### config.mk
export PLATFORM = sky130hd
export DESIGN_NAME = text_scanline_fetcher
export DESIGN_NICKNAME = d
export VERILOG_FILES = /design/src/rtl/text_scanline_fetcher.sv
export SDC_FILE = /design/constraint.sdc
export NUM_CORES = 1
export LEC_CHECK = 0
export ABC_AREA = 1
export CAP_MARGIN = 20
export CORE_MARGIN = 2
export CORE_UTILIZATION = 25
export DETAILED_ROUTE_END_ITERATION = 10
export SLEW_MARGIN = 20
export SYNTH_ARGS = -nofsm -noshare
export SYNTH_HDL_FRONTEND = slang
export SYNTH_SLANG_ARGS = --single-unit
### constraint.sdc
create_clock -name CLK -period 9.1 [get_ports CLK]
set_input_delay 1.82 -clock CLK [delete_from_list [all_inputs] [get_ports CLK]]
set_output_delay 1.82 -clock CLK [all_outputs]
set_load 0.01 [all_outputs]
### src/rtl/text_scanline_fetcher.sv
// -----------------------------------------------------------------------------
// text_scanline_fetcher
//
// Fetches the font glyph slices for one text-mode scanline during horizontal
// blanking and plays them out as a 1-bit pixel stream during active video.
// A ping-pong line buffer lets the next line be fetched while the current
// line is being serialized.
//
// Fetch pipeline for column k, counted in clock edges from the accept edge 0:
//   edge k   : TXT_ADDR = base + k
//   edge k+1 : text RAM returns the character code
//   edge k+2 : CHAR_OUT <= TXT_DATA (the font ROM updates on the falling edge)
//   edge k+3 : FONT_DATA is written into back buffer slot k
//
// Optional build macro: TEXT_CURSOR_EN adds an underline-block cursor. The
// slice captured for the cursor cell is inverted on glyph rows 14 and 15.
//
// Ports:
//   CLK, RST          clock (rising edge), asynchronous active-high reset
//   LINE_REQ, SCAN_Y  one-cycle fetch request for pixel row SCAN_Y
//   TXT_ADDR/TXT_DATA text RAM read port (synchronous RAM, 1-cycle latency)
//   CHAR_OUT/ROW_OUT  font ROM character code and glyph row
//   FONT_DATA         font ROM row data, bit 0 is the leftmost pixel
//   FETCH_BUSY        fetch in progress (FETCH or DRAIN)
//   FETCH_DONE        one-cycle pulse: back buffer complete
//   PIX_START         pulse one cycle before the first active pixel
//   PIX_EN            pixel strobe during active video
//   PIXEL             registered serialized pixel
//   OVERRUN           sticky: a LINE_REQ was rejected
//   UNDERRUN          sticky: PIX_START found no completed buffer
//   CURSOR_ON/COL/ROW cursor control (only with TEXT_CURSOR_EN)
// -----------------------------------------------------------------------------
module text_scanline_fetcher #(
    parameter int COLS    = 64,
    parameter int GLYPH_W = 10,
    parameter int GLYPH_H = 16,
    parameter int ADDR_W  = 11
) (
    input  logic                        CLK,
    input  logic                        RST,
    input  logic                        LINE_REQ,
    input  logic [8:0]                  SCAN_Y,
    output logic [ADDR_W-1:0]           TXT_ADDR,
    input  logic [7:0]                  TXT_DATA,
    output logic [7:0]                  CHAR_OUT,
    output logic [$clog2(GLYPH_H)-1:0]  ROW_OUT,
    input  logic [GLYPH_W-1:0]          FONT_DATA,
    output logic                        FETCH_BUSY,
    output logic                        FETCH_DONE,
    input  logic                        PIX_START,
    input  logic                        PIX_EN,
`ifdef TEXT_CURSOR_EN
    input  logic                        CURSOR_ON,
    input  logic [5:0]                  CURSOR_COL,
    input  logic [4:0]                  CURSOR_ROW,
`endif
    output logic                        PIXEL,
    output logic                        OVERRUN,
    output logic                        UNDERRUN
);

    localparam int ROW_W = $clog2(GLYPH_H);
    localparam int CNT_W = $clog2(COLS + 4);
    localparam int COL_W = $clog2(COLS);
    localparam int BIT_W = $clog2(GLYPH_W);

    // Fetch counter value seen at the edge that produces each pipeline event.
    localparam logic [CNT_W-1:0] CNT_LAST_ADDR = CNT_W'(COLS - 1);
    localparam logic [CNT_W-1:0] CNT_LAST_CHAR = CNT_W'(COLS);
    localparam logic [CNT_W-1:0] CNT_LAST_CAP  = CNT_W'(COLS + 1);
    localparam logic [CNT_W-1:0] CNT_DONE      = CNT_W'(COLS + 2);
    localparam logic [COL_W-1:0] COL_LAST      = COL_W'(COLS - 1);
    localparam logic [BIT_W-1:0] BIT_LAST      = BIT_W'(GLYPH_W - 1);

    typedef enum logic [1:0] {
        IDLE  = 2'd0,
        FETCH = 2'd1,
        DRAIN = 2'd2
    } state_t;

    // Fetch side
    state_t             state_q, state_d;
    logic [CNT_W-1:0]   cnt_q, cnt_d;
    logic [ADDR_W-1:0]  addr_q, addr_d;
    logic [7:0]         char_q, char_d;
    logic [ROW_W-1:0]   row_q, row_d;
    logic [4:0]         trow_q, trow_d;
    logic               done_q, done_d;
    logic               ovr_q, ovr_d;
    logic               accept;
    logic               cap_en;
    logic [COL_W-1:0]   cap_col;
    logic [GLYPH_W-1:0] cap_data;

    // Buffer handshake and serializer side
    logic               ready_q, ready_d;
    logic               wsel_q, wsel_d;
    logic               front_q, front_d;
    logic               fvalid_q, fvalid_d;
    logic               und_q, und_d;
    logic [COL_W-1:0]   scol_q, scol_d;
    logic [BIT_W-1:0]   sbit_q, sbit_d;
    logic               send_q, send_d;
    logic               pix_q, pix_d;
    logic [GLYPH_W-1:0] rd_slice;

    // Ping-pong line buffer: [buffer select][column]
    logic [GLYPH_W-1:0] line_q [2][COLS];

    // -------------------------------------------------------------------------
    // Fetch FSM: next state and datapath
    // -------------------------------------------------------------------------
    always_comb begin
        // NOTE: every variable gets a default before any branch so no latch is inferred.
        state_d = state_q;
        cnt_d   = cnt_q;
        addr_d  = addr_q;
        char_d  = char_q;
        row_d   = row_q;
        trow_d  = trow_q;
        done_d  = 1'b0;
        ovr_d   = ovr_q;
        cap_en  = 1'b0;
        cap_col = '0;
        accept  = LINE_REQ && (state_q == IDLE) && !ready_q;

        case (state_q)
            IDLE: begin
                if (accept) begin
                    state_d = FETCH;
                    cnt_d   = '0;
                    trow_d  = SCAN_Y[8:4];
                    row_d   = SCAN_Y[3:0];
                    // Row base wraps at ADDR_W bits.
                    addr_d  = ADDR_W'(SCAN_Y[8:4]) * ADDR_W'(COLS);
                end
            end
            FETCH, DRAIN: begin
                cnt_d = cnt_q + CNT_W'(1);
                if (cnt_q < CNT_LAST_ADDR) begin
                    addr_d = addr_q + ADDR_W'(1);
                end
                if ((cnt_q >= CNT_W'(1)) && (cnt_q <= CNT_LAST_CHAR)) begin
                    char_d = TXT_DATA;
                end
                if ((cnt_q >= CNT_W'(2)) && (cnt_q <= CNT_LAST_CAP)) begin
                    cap_en  = 1'b1;
                    cap_col = COL_W'(cnt_q - CNT_W'(2));
                end
                if (cnt_q == CNT_LAST_ADDR) begin
                    state_d = DRAIN;
                end
                if (cnt_q == CNT_DONE) begin
                    state_d = IDLE;
                    done_d  = 1'b1;
                end
            end
            default: state_d = IDLE;
        endcase

        if (LINE_REQ && !accept) begin
            ovr_d = 1'b1;
        end
    end

    // Slice written into the back buffer, optionally inverted for the cursor.
    always_comb begin
`ifdef TEXT_CURSOR_EN
        if (CURSOR_ON && (trow_q == CURSOR_ROW) && (cap_col == CURSOR_COL) &&
            (row_q >= ROW_W'(14))) begin
            cap_data = ~FONT_DATA;
        end else begin
            cap_data = FONT_DATA;
        end
`else
        cap_data = FONT_DATA;
`endif
    end

    // -------------------------------------------------------------------------
    // Buffer swap and serializer
    // -------------------------------------------------------------------------
    assign rd_slice = line_q[front_q][scol_q];

    always_comb begin
        ready_d  = ready_q;
        wsel_d   = wsel_q;
        front_d  = front_q;
        fvalid_d = fvalid_q;
        und_d    = und_q;
        scol_d   = scol_q;
        sbit_d   = sbit_q;
        send_d   = send_q;
        pix_d    = pix_q;

        if (PIX_START) begin
            scol_d = '0;
            sbit_d = '0;
            send_d = 1'b0;
            if (ready_q) begin
                front_d  = wsel_q;
                wsel_d   = ~wsel_q;
                ready_d  = 1'b0;
                fvalid_d = 1'b1;
            end else begin
                fvalid_d = 1'b0;
                und_d    = 1'b1;
            end
        end else if (PIX_EN) begin
            pix_d = (fvalid_q && !send_q) ? rd_slice[sbit_q] : 1'b0;
            if (!send_q) begin
                if (sbit_q == BIT_LAST) begin
                    sbit_d = '0;
                    scol_d = scol_q + COL_W'(1);
                    if (scol_q == COL_LAST) begin
                        send_d = 1'b1;
                    end
                end else begin
                    sbit_d = sbit_q + BIT_W'(1);
                end
            end
        end

        // A fetch only starts with READY=0, so completion never collides with a swap.
        if (done_d) begin
            ready_d = 1'b1;
        end
    end

    // -------------------------------------------------------------------------
    // State registers
    // -------------------------------------------------------------------------
    always_ff @(posedge CLK or posedge RST) begin
        if (RST) begin
            state_q  <= IDLE;
            cnt_q    <= '0;
            addr_q   <= '0;
            char_q   <= '0;
            row_q    <= '0;
            trow_q   <= '0;
            done_q   <= 1'b0;
            ovr_q    <= 1'b0;
            ready_q  <= 1'b0;
            wsel_q   <= 1'b0;
            front_q  <= 1'b0;
            fvalid_q <= 1'b0;
            und_q    <= 1'b0;
            scol_q   <= '0;
            sbit_q   <= '0;
            send_q   <= 1'b0;
            pix_q    <= 1'b0;
        end else begin
            state_q  <= state_d;
            cnt_q    <= cnt_d;
            addr_q   <= addr_d;
            char_q   <= char_d;
            row_q    <= row_d;
            trow_q   <= trow_d;
            done_q   <= done_d;
            ovr_q    <= ovr_d;
            ready_q  <= ready_d;
            wsel_q   <= wsel_d;
            front_q  <= front_d;
            fvalid_q <= fvalid_d;
            und_q    <= und_d;
            scol_q   <= scol_d;
            sbit_q   <= sbit_d;
            send_q   <= send_d;
            pix_q    <= pix_d;
        end
    end

    // NOTE: the line buffer has no reset; FRONT_VALID gates any stale contents.
    always_ff @(posedge CLK) begin
        if (cap_en) begin
            line_q[wsel_q][cap_col] <= cap_data;
        end
    end

    assign TXT_ADDR   = addr_q;
    assign CHAR_OUT   = char_q;
    assign ROW_OUT    = row_q;
    assign FETCH_BUSY = (state_q != IDLE);
    assign FETCH_DONE = done_q;
    assign PIXEL      = pix_q;
    assign OVERRUN    = ovr_q;
    assign UNDERRUN   = und_q;

endmodule

==> metrics.yaml, run 1 <==
timing:
  fin_crit_sh: 0.5177
  max_freq_mhz: 212.3
  final-hold-violation-count: 0
  clock_skew_ns: 0.03498
  rsz0062_at_grt: "false"
  setup-violations-final: 0
  slew_headroom: 0.2155
  period_needed_ns: 4.711
  maxSlewViolCount: 0
  tns_ns: 0
  worstMarginPinSlew_ns: 1.176
placement:
  gp_congestion: 0.9005
  numPortBuffers: 59
  place_inst: 7626
  dp_hpwl_mm: 84.32
grt:
  grt-ovfl-total: 0
  antenna_found_initial: 7
  grt_pass1_vias: 34650
  grt_usage: 0.1318
  grt_pass1_wl_mm: 227.0
  grt_max_degree: 250
worst_setup_path:
  start_kind: "flop"
  crit_fanout: 73
  rr_worst_depth: 17
  r2r_setup_slack_ns: 4.39
  critical_path_class: "flop to flop"
  end_kind: "flop"
  cp.arrival_ns: 5.38
  required_ns: 9.77
  reg2reg_from: "scol_q[0]"
  worst_r2r_endpoint: "PIXEL"
routing:
  wl_mm: 152.1
  num_vias: 36490
  drtIter0Drc: 4512
  drtAntennaViolNets: 0
  first_pass_iters: 6
  drc_errors: 0
  avgRoutedWirePerCell_um: 19.29
  viasPerCell: 4.628
final_layout:
  fin_nets: 4857
  n_fill_cell: 22320
  area_growth_pct: 13.77
  fin_cells: 7884
  drive_above_1_share: 0.06418
logic_synthesis:
  ys_top_cells_by_area: "edfxtp_1 69%, nand2_1 6.5%, nor2_1 6.0%"
  syn_nets: 4888
  synth_fa_ha_area_frac: 0.002481
  ys_seq_elements: 1331
  yosysTopAreaCellShare: 0.6928
  yosysWarnings: 0
  synth.area.mux_share: 0.001624
  ys_seq_area_frac: 0.7158
  synth_edf_count: 1280
  synth_xor_area_frac: 0.0009472
  synth_compound_area_frac: 0.06858
  ys.flop_type: "edfxtp_1"
  yosysUniqueCellTypes: 45
  ys_async_sr_fraction: 0.03832
  synthSimpleGateAreaFrac: 0.1659
  syn_area_mm2: 0.05548
  syn_area_per_cell_um2: 11.45
  synthCells: 4845
  synth_top_family_by_area: "simple AND/OR/NAND/NOR gates"
  synth_top_area_cell: "edfxtp_1"
worst_hold_path:
  hp-start: "ROW_OUT[2]"
  holdPathStages: 2
  min_to: "ROW_OUT[2]"
  holdCritPathClass: "flop to flop"
floorplan:
  initial_core_util: 0.2520
  die_area_mm2: 0.2257
  die_h_um: 475.1
  coreArea_mm2: 0.2202
  die_x_um: 475.1
  fp-row-count: 172
  num_io_pins: 60
run:
  drv_cap: 0
clock_tree:
  cts-hold-fix-buffers: 0
  cts.reportedPaths.clkPinSlew_ns: 0.06
  cts_setup_buffers: 0
  h-tree-depth: 4
  tritoncts: "yes"
  insertion_delay_ns: 0.79
  cts_inserted_buffers: 140
  cts_resized: 0
  cts_num_sinks: 1331
  root_buffer: "clkbuf_16"
  cts_buffer_depth: 3
pwr:
  leakage_nw: 21.67
  power_density_mw_per_mm2: 281.4
  ir_worst_vdd_v: 0.0002341
outcome:
  status: "complete, no violations"
[where the power goes]
part	internal [mW]	leakage [nW]	total, mW	switching [mW]
Combinational	1.28	7.34	4.90	3.62
Sequential	7.02	12.2	7.22	0.201
Clock	3.17	2.17	5.64	2.47
Total	11.5	21.7	17.8	6.29
[cell type report]
| type | count | area (um^2) | area share |
|---|---|---|---|
| timing repair buffer | 114 | 1028 | 0.01629 |
| clock buffer | 187 | 3795 | 0.06012 |
| tap | 2958 | 3701 | 0.05864 |
| multi-input combinational | 3011 | 13340 | 0.2114 |
| sequential | 1331 | 39730 | 0.6294 |
| antenna | 2 | 5.005 | 0.00007929 |
| clock inverter | 65 | 684.4 | 0.01084 |
| inverter | 216 | 834.6 | 0.01322 |
[critical path, stage by stage (launching register included)]
cell and delay, ns:
dfrtp_4 0.97, buf_4 0.74, buf_4 0.76, nand3_1 0.18, nand3_1 0.11, nand2_1 0.07
a21oi_1 0.36, nand2_1 0.24, nand3_1 0.28, nand3_1 0.11, nand2_1 0.09, nor2_1 0.04
nor2_1 0.11, nand2_1 0.07, nand3_1 0.08, nand2_1 0.06, nand2_1 0.06, nand2_1 0.05
[flip-flops by register name, indices dropped and copies added (netlist names), 2 cells and up]
name,flops
CHAR_OUT,8
ROW_OUT,4
TXT_ADDR,11
cnt_q,7
line_q,1280
sbit_q,4
scol_q,6
state_q,2
[synth_stat cells, drive strengths merged (2+ instances only)]
cell type	instances
edfxtp	1280
nand2	965
nor2	896
o21ai	499
nand3	386
inv	214
buf	196
clkbuf	91
a21oi	72
o211ai	72
o22ai	53
dfrtp	51
nor3	13
ha	11
mux2	8
nand4	8
or2	7
xor2	5
and3	4
clkinv	2
nor3b	2
o21bai	2
[cells by family after synthesis]
group / after synthesis
muxes: 8
buffers and inverters: 503
xor gates and xnor gates: 6
DFF: 1331
and+or+nand+nor: 2282
AOI/OAI and AO/OA: 704
adders and majority gates: 11
[per-stage QoR]
stage / hold slack, ns / util / cell area [um^2] / setup WS (ns) / power (mW)
finish: 0.4838 / 0.2867 / 63120 / 4.389 / 17.76
global route: 0.5071 / 0.2867 / 63120 / 4.220 / 18.54
CTS: 0.4926 / 0.2864 / 63060 / 4.535 / 17.79
detailed placement: 0.4720 / 0.2661 / 58580 / 4.568 / 12.19
global placement: 0.4649 / 0.2660 / 58570 / 4.600 / 12.14
floorplan: 0.4530 / - / 55480 / 5.903 / 10.66
[layout by cell type, fill, tap and decap left out, drive strengths merged, types with 4 or more instances in the layout]
master | Yosys | layout
or2 | 7 | 7
and3 | 4 | 4
inv | 214 | 221
nand4 | 8 | 8
nand2 | 965 | 965
ha | 11 | 11
xor2 | 5 | 5
clkbuf | 91 | 187
bufinv | 0 | 7
a21oi | 72 | 72
clkinv | 2 | 53
o21ai | 499 | 499
o211ai | 72 | 72
clkdlybuf4s50 | 0 | 49
o22ai | 53 | 53
edfxtp | 1280 | 1280
mux2 | 8 | 8
nor3 | 13 | 13
nand3 | 386 | 386
buf | 196 | 65
dfrtp | 51 | 51
nor2 | 896 | 896
[worst max-delay path by stage]
stage | from | to | slack (ns) | cells after the start
3_3_place_gp | scol_q[0] | PIXEL | 4.60 | 18
2_1_floorplan | LINE_REQ | TXT_ADDR[4] | 5.90 | 11
5_1_grt | scol_q[0] | PIXEL | 4.22 | 18
3_5_place_dp | scol_q[0] | PIXEL | 4.57 | 17
6_report | scol_q[0] | PIXEL | 4.39 | 17
4_1_cts | scol_q[0] | PIXEL | 4.54 | 17
[routing by layer]
| layer | vias up | track usage | part of all wire |
|---|---|---|---|
| li1 | 16740 | - | - |
| met1 | 17950 | 0.1881 | 0.44 |
| met2 | 1561 | 0.2015 | 0.45 |
| met3 | 232 | 0.02007 | 0.080 |
| met4 | 6 | 0.04806 | 0.030 |
| met5 | - | 0 | 0.00033 |
Power figures use the tool's default switching activity.
==> inputs of run 2 (changes only) <==
==> constraint.sdc (replaced) <==
create_clock -name CLK -period 4.8 [get_ports CLK]
set_input_delay 0.96 -clock CLK [delete_from_list [all_inputs] [get_ports CLK]]
set_output_delay 0.96 -clock CLK [all_outputs]
set_load 0.01 [all_outputs]
==> run 2 against run 1 <==
Setup slack got worse by 3.7 ns. Sequential share of layout area decreased by 1.1 points. Non-clock buffer count increased by 112. Utilization increased by 0.50 points. Critical endpoint is now line_q[0][590]. Highest routed layer is now met4. Clock power increased by 90%. Global-route usage increased by 0.11 points.
==> metrics.yaml, run 2 (synthesis results as in run 1) <==
outcome:
  status: "complete, no violations"
pwr:
  ir_worst_vdd_v: 0.0004964  # +110%
  leakage_nw: 22.37  # +3.2%
  power_density_mw_per_mm2: 531.2  # +89%
worst_setup_path:
  crit_fanout: 10  # -86%
  cp.arrival_ns: 4.48  # -0.90 ns
  end_kind: "flop"
  start_kind: "flop"
  critical_path_class: "flop to flop"
  required_ns: 5.18  # -4.59 ns
timing:
  maxSlewViolCount: 0  # unchanged
  finalWorstSetupSlack_ns: 0.7077  # -3.681 ns
  period_needed_ns: 4.092  # -0.6188 ns
  clock_skew_ns: 0.06085  # +0.02588 ns
  max_freq_mhz: 244.4  # +15%
  slew_headroom: 0.2419  # +0.02641
  setup-violations-final: 0  # unchanged
  fin_crit_sh: 0.8526  # +0.3349
  tns_ns: 0  # unchanged
  rsz0062_at_grt: "false"
  worst_hold_slack_ns: 0.4832  # -0.0006400 ns
  final-hold-violation-count: 0  # unchanged
  worstMarginPinSlew_ns: 1.137  # -0.03836 ns
clock_tree:
  cts_setup_buffers: 0  # unchanged
  tritoncts: "yes"
  cts_buffer_depth: 3  # unchanged
  root_buffer: "clkbuf_16"
  cts_num_sinks: 1331  # unchanged
  cts-hold-fix-buffers: 0  # unchanged
  h-tree-depth: 4  # unchanged
  insertion_delay_ns: 0.78  # about the same
  cts.reportedPaths.clkPinSlew_ns: 0.06  # about the same
  cts_resized: 0  # unchanged
  cts_inserted_buffers: 144  # +2.9%
run:
  drv_cap: 0  # unchanged
floorplan:
  fp-row-count: 172  # unchanged
  die_h_um: 475.1  # unchanged
  initial_core_util: 0.2520  # unchanged
  die_x_um: 475.1  # unchanged
  coreArea_mm2: 0.2202  # unchanged
  num_io_pins: 60  # unchanged
  die_area_mm2: 0.2257  # unchanged
grt:
  grt_usage: 0.1329  # +0.001117
  grt_pass1_wl_mm: 228.6  # +0.71%
  grt_max_degree: 215  # -14%
  antenna_found_initial: 1  # -6
  grt-ovfl-total: 0  # unchanged
  grt_pass1_vias: 36240  # +4.6%
final_layout:
  largest_reg_flops: 1280  # unchanged
  fin_nets: 4973  # +2.4%
  n_fill_cell: 22420  # +0.44%
  final_common_cell: "edfxtp_1"
  num_antenna_cells: 0  # -2
  top_register: "line_q"
  area_growth_pct: 15.75
  drive_above_1_share: 0.08352  # +0.01934
  most-common-layout-cells: "1280 x edfxtp_1, 964 x nand2_1, 881 x nor2_1"
routing:
  drtIter0Drc: 3515  # -22%
  avgRoutedWirePerCell_um: 19.07  # -1.1%
  drtAntennaViolNets: 0  # unchanged
  first_pass_iters: 5  # -1
  drc_errors: 0  # unchanged
  viasPerCell: 4.595  # -0.72%
  num_vias: 36750  # +0.72%
  wl_mm: 152.6  # +0.34%
placement:
  dp_hpwl_mm: 87.86  # +4.2%
  dp_slack_ns: 0.8179  # -3.750 ns
  gp_congestion: 0.9181  # +2.0%
  numPortBuffers: 59  # unchanged
worst_hold_path:
  holdCritPathClass: "flop to flop"
-- run 2: cell count changes in the layout (fill, tap and decap cells not counted), moves of 5 or more --
cell,before,now
buf_4,61,155
nor2_1,867,881
clkinvlp_4,0,5
nor2_2,23,9
buf_12,4,22
-- run 2: worst max-delay path, stage by stage, from the launching register on --
cell	delay, ns
dfrtp_1	0.45
inv_1	0.37
ha_1	0.27
nand3_1	0.13
nor2_2	0.16
inv_1	0.08
a21oi_2	0.14
nor2_1	0.07
a21oi_2	0.11
nand2_2	0.15
nor2_1	0.16
nand2_1	0.11
nor2_2	0.59
buf_4	0.23
nand2_1	0.10
nor2_1	0.61
-- run 2: metal layers --
layer | vias up | wire, um | GRT usage
met2 | 1398 | 70830 | 0.2123
li1 | 16950 | - | -
met5 | - | 0 | 0
met4 | 0 | 5718 | 0.05224
met1 | 18100 | 64400 | 0.1778
met3 | 304 | 11620 | 0.02456
-- run 2: worst paths after layout --
check	to	startpoint	slack [ns]	cells after the start
min in group asynchronous	CHAR_OUT[0]	RST	0.52	2
hold / removal	OVERRUN	OVERRUN	0.48	1
hold reg to reg	OVERRUN	OVERRUN	0.48	1
setup reg to reg	line_q[0][590]	cnt_q[1]	0.71	15
max in group asynchronous	scol_q[1]	RST	3.36	3
setup / recovery	line_q[0][590]	cnt_q[1]	0.71	15
-- run 2: layout make-up --
| class | instances | area [um^2] | area share |
|---|---|---|---|
| clock inverters | 72 | 752.0 | 0.01171 |
| repair buffers | 226 | 2095 | 0.03262 |
| multi-input cells | 3011 | 13310 | 0.2073 |
| inverters | 216 | 834.6 | 0.01300 |
| flip-flops and latches | 1331 | 39730 | 0.6186 |
| clock buffers | 185 | 3799 | 0.05915 |
| well taps | 2958 | 3701 | 0.05764 |
-- run 2: power breakdown --
part	leakage [nW]	switching, mW	internal, mW	total [mW]
registers	12.2	0.263	13.3	13.6
logic	8.03	7.17	2.66	9.84
clock network	2.19	4.59	6.12	10.7
total	22.4	12.0	22.1	34.1
-- run 2: through the flow --
step,area [um^2],std cells,util,total power [mW]
2_1_floorplan,55480,4845,-,20.21
3_3_place_gp,59660,7742,0.2710,23.51
3_5_place_dp,59660,7742,0.2710,23.56
4_1_cts,64220,7999,0.2917,34.26
5_1_grt,64220,7999,0.2917,35.71
6_report,64220,7999,0.2917,34.11
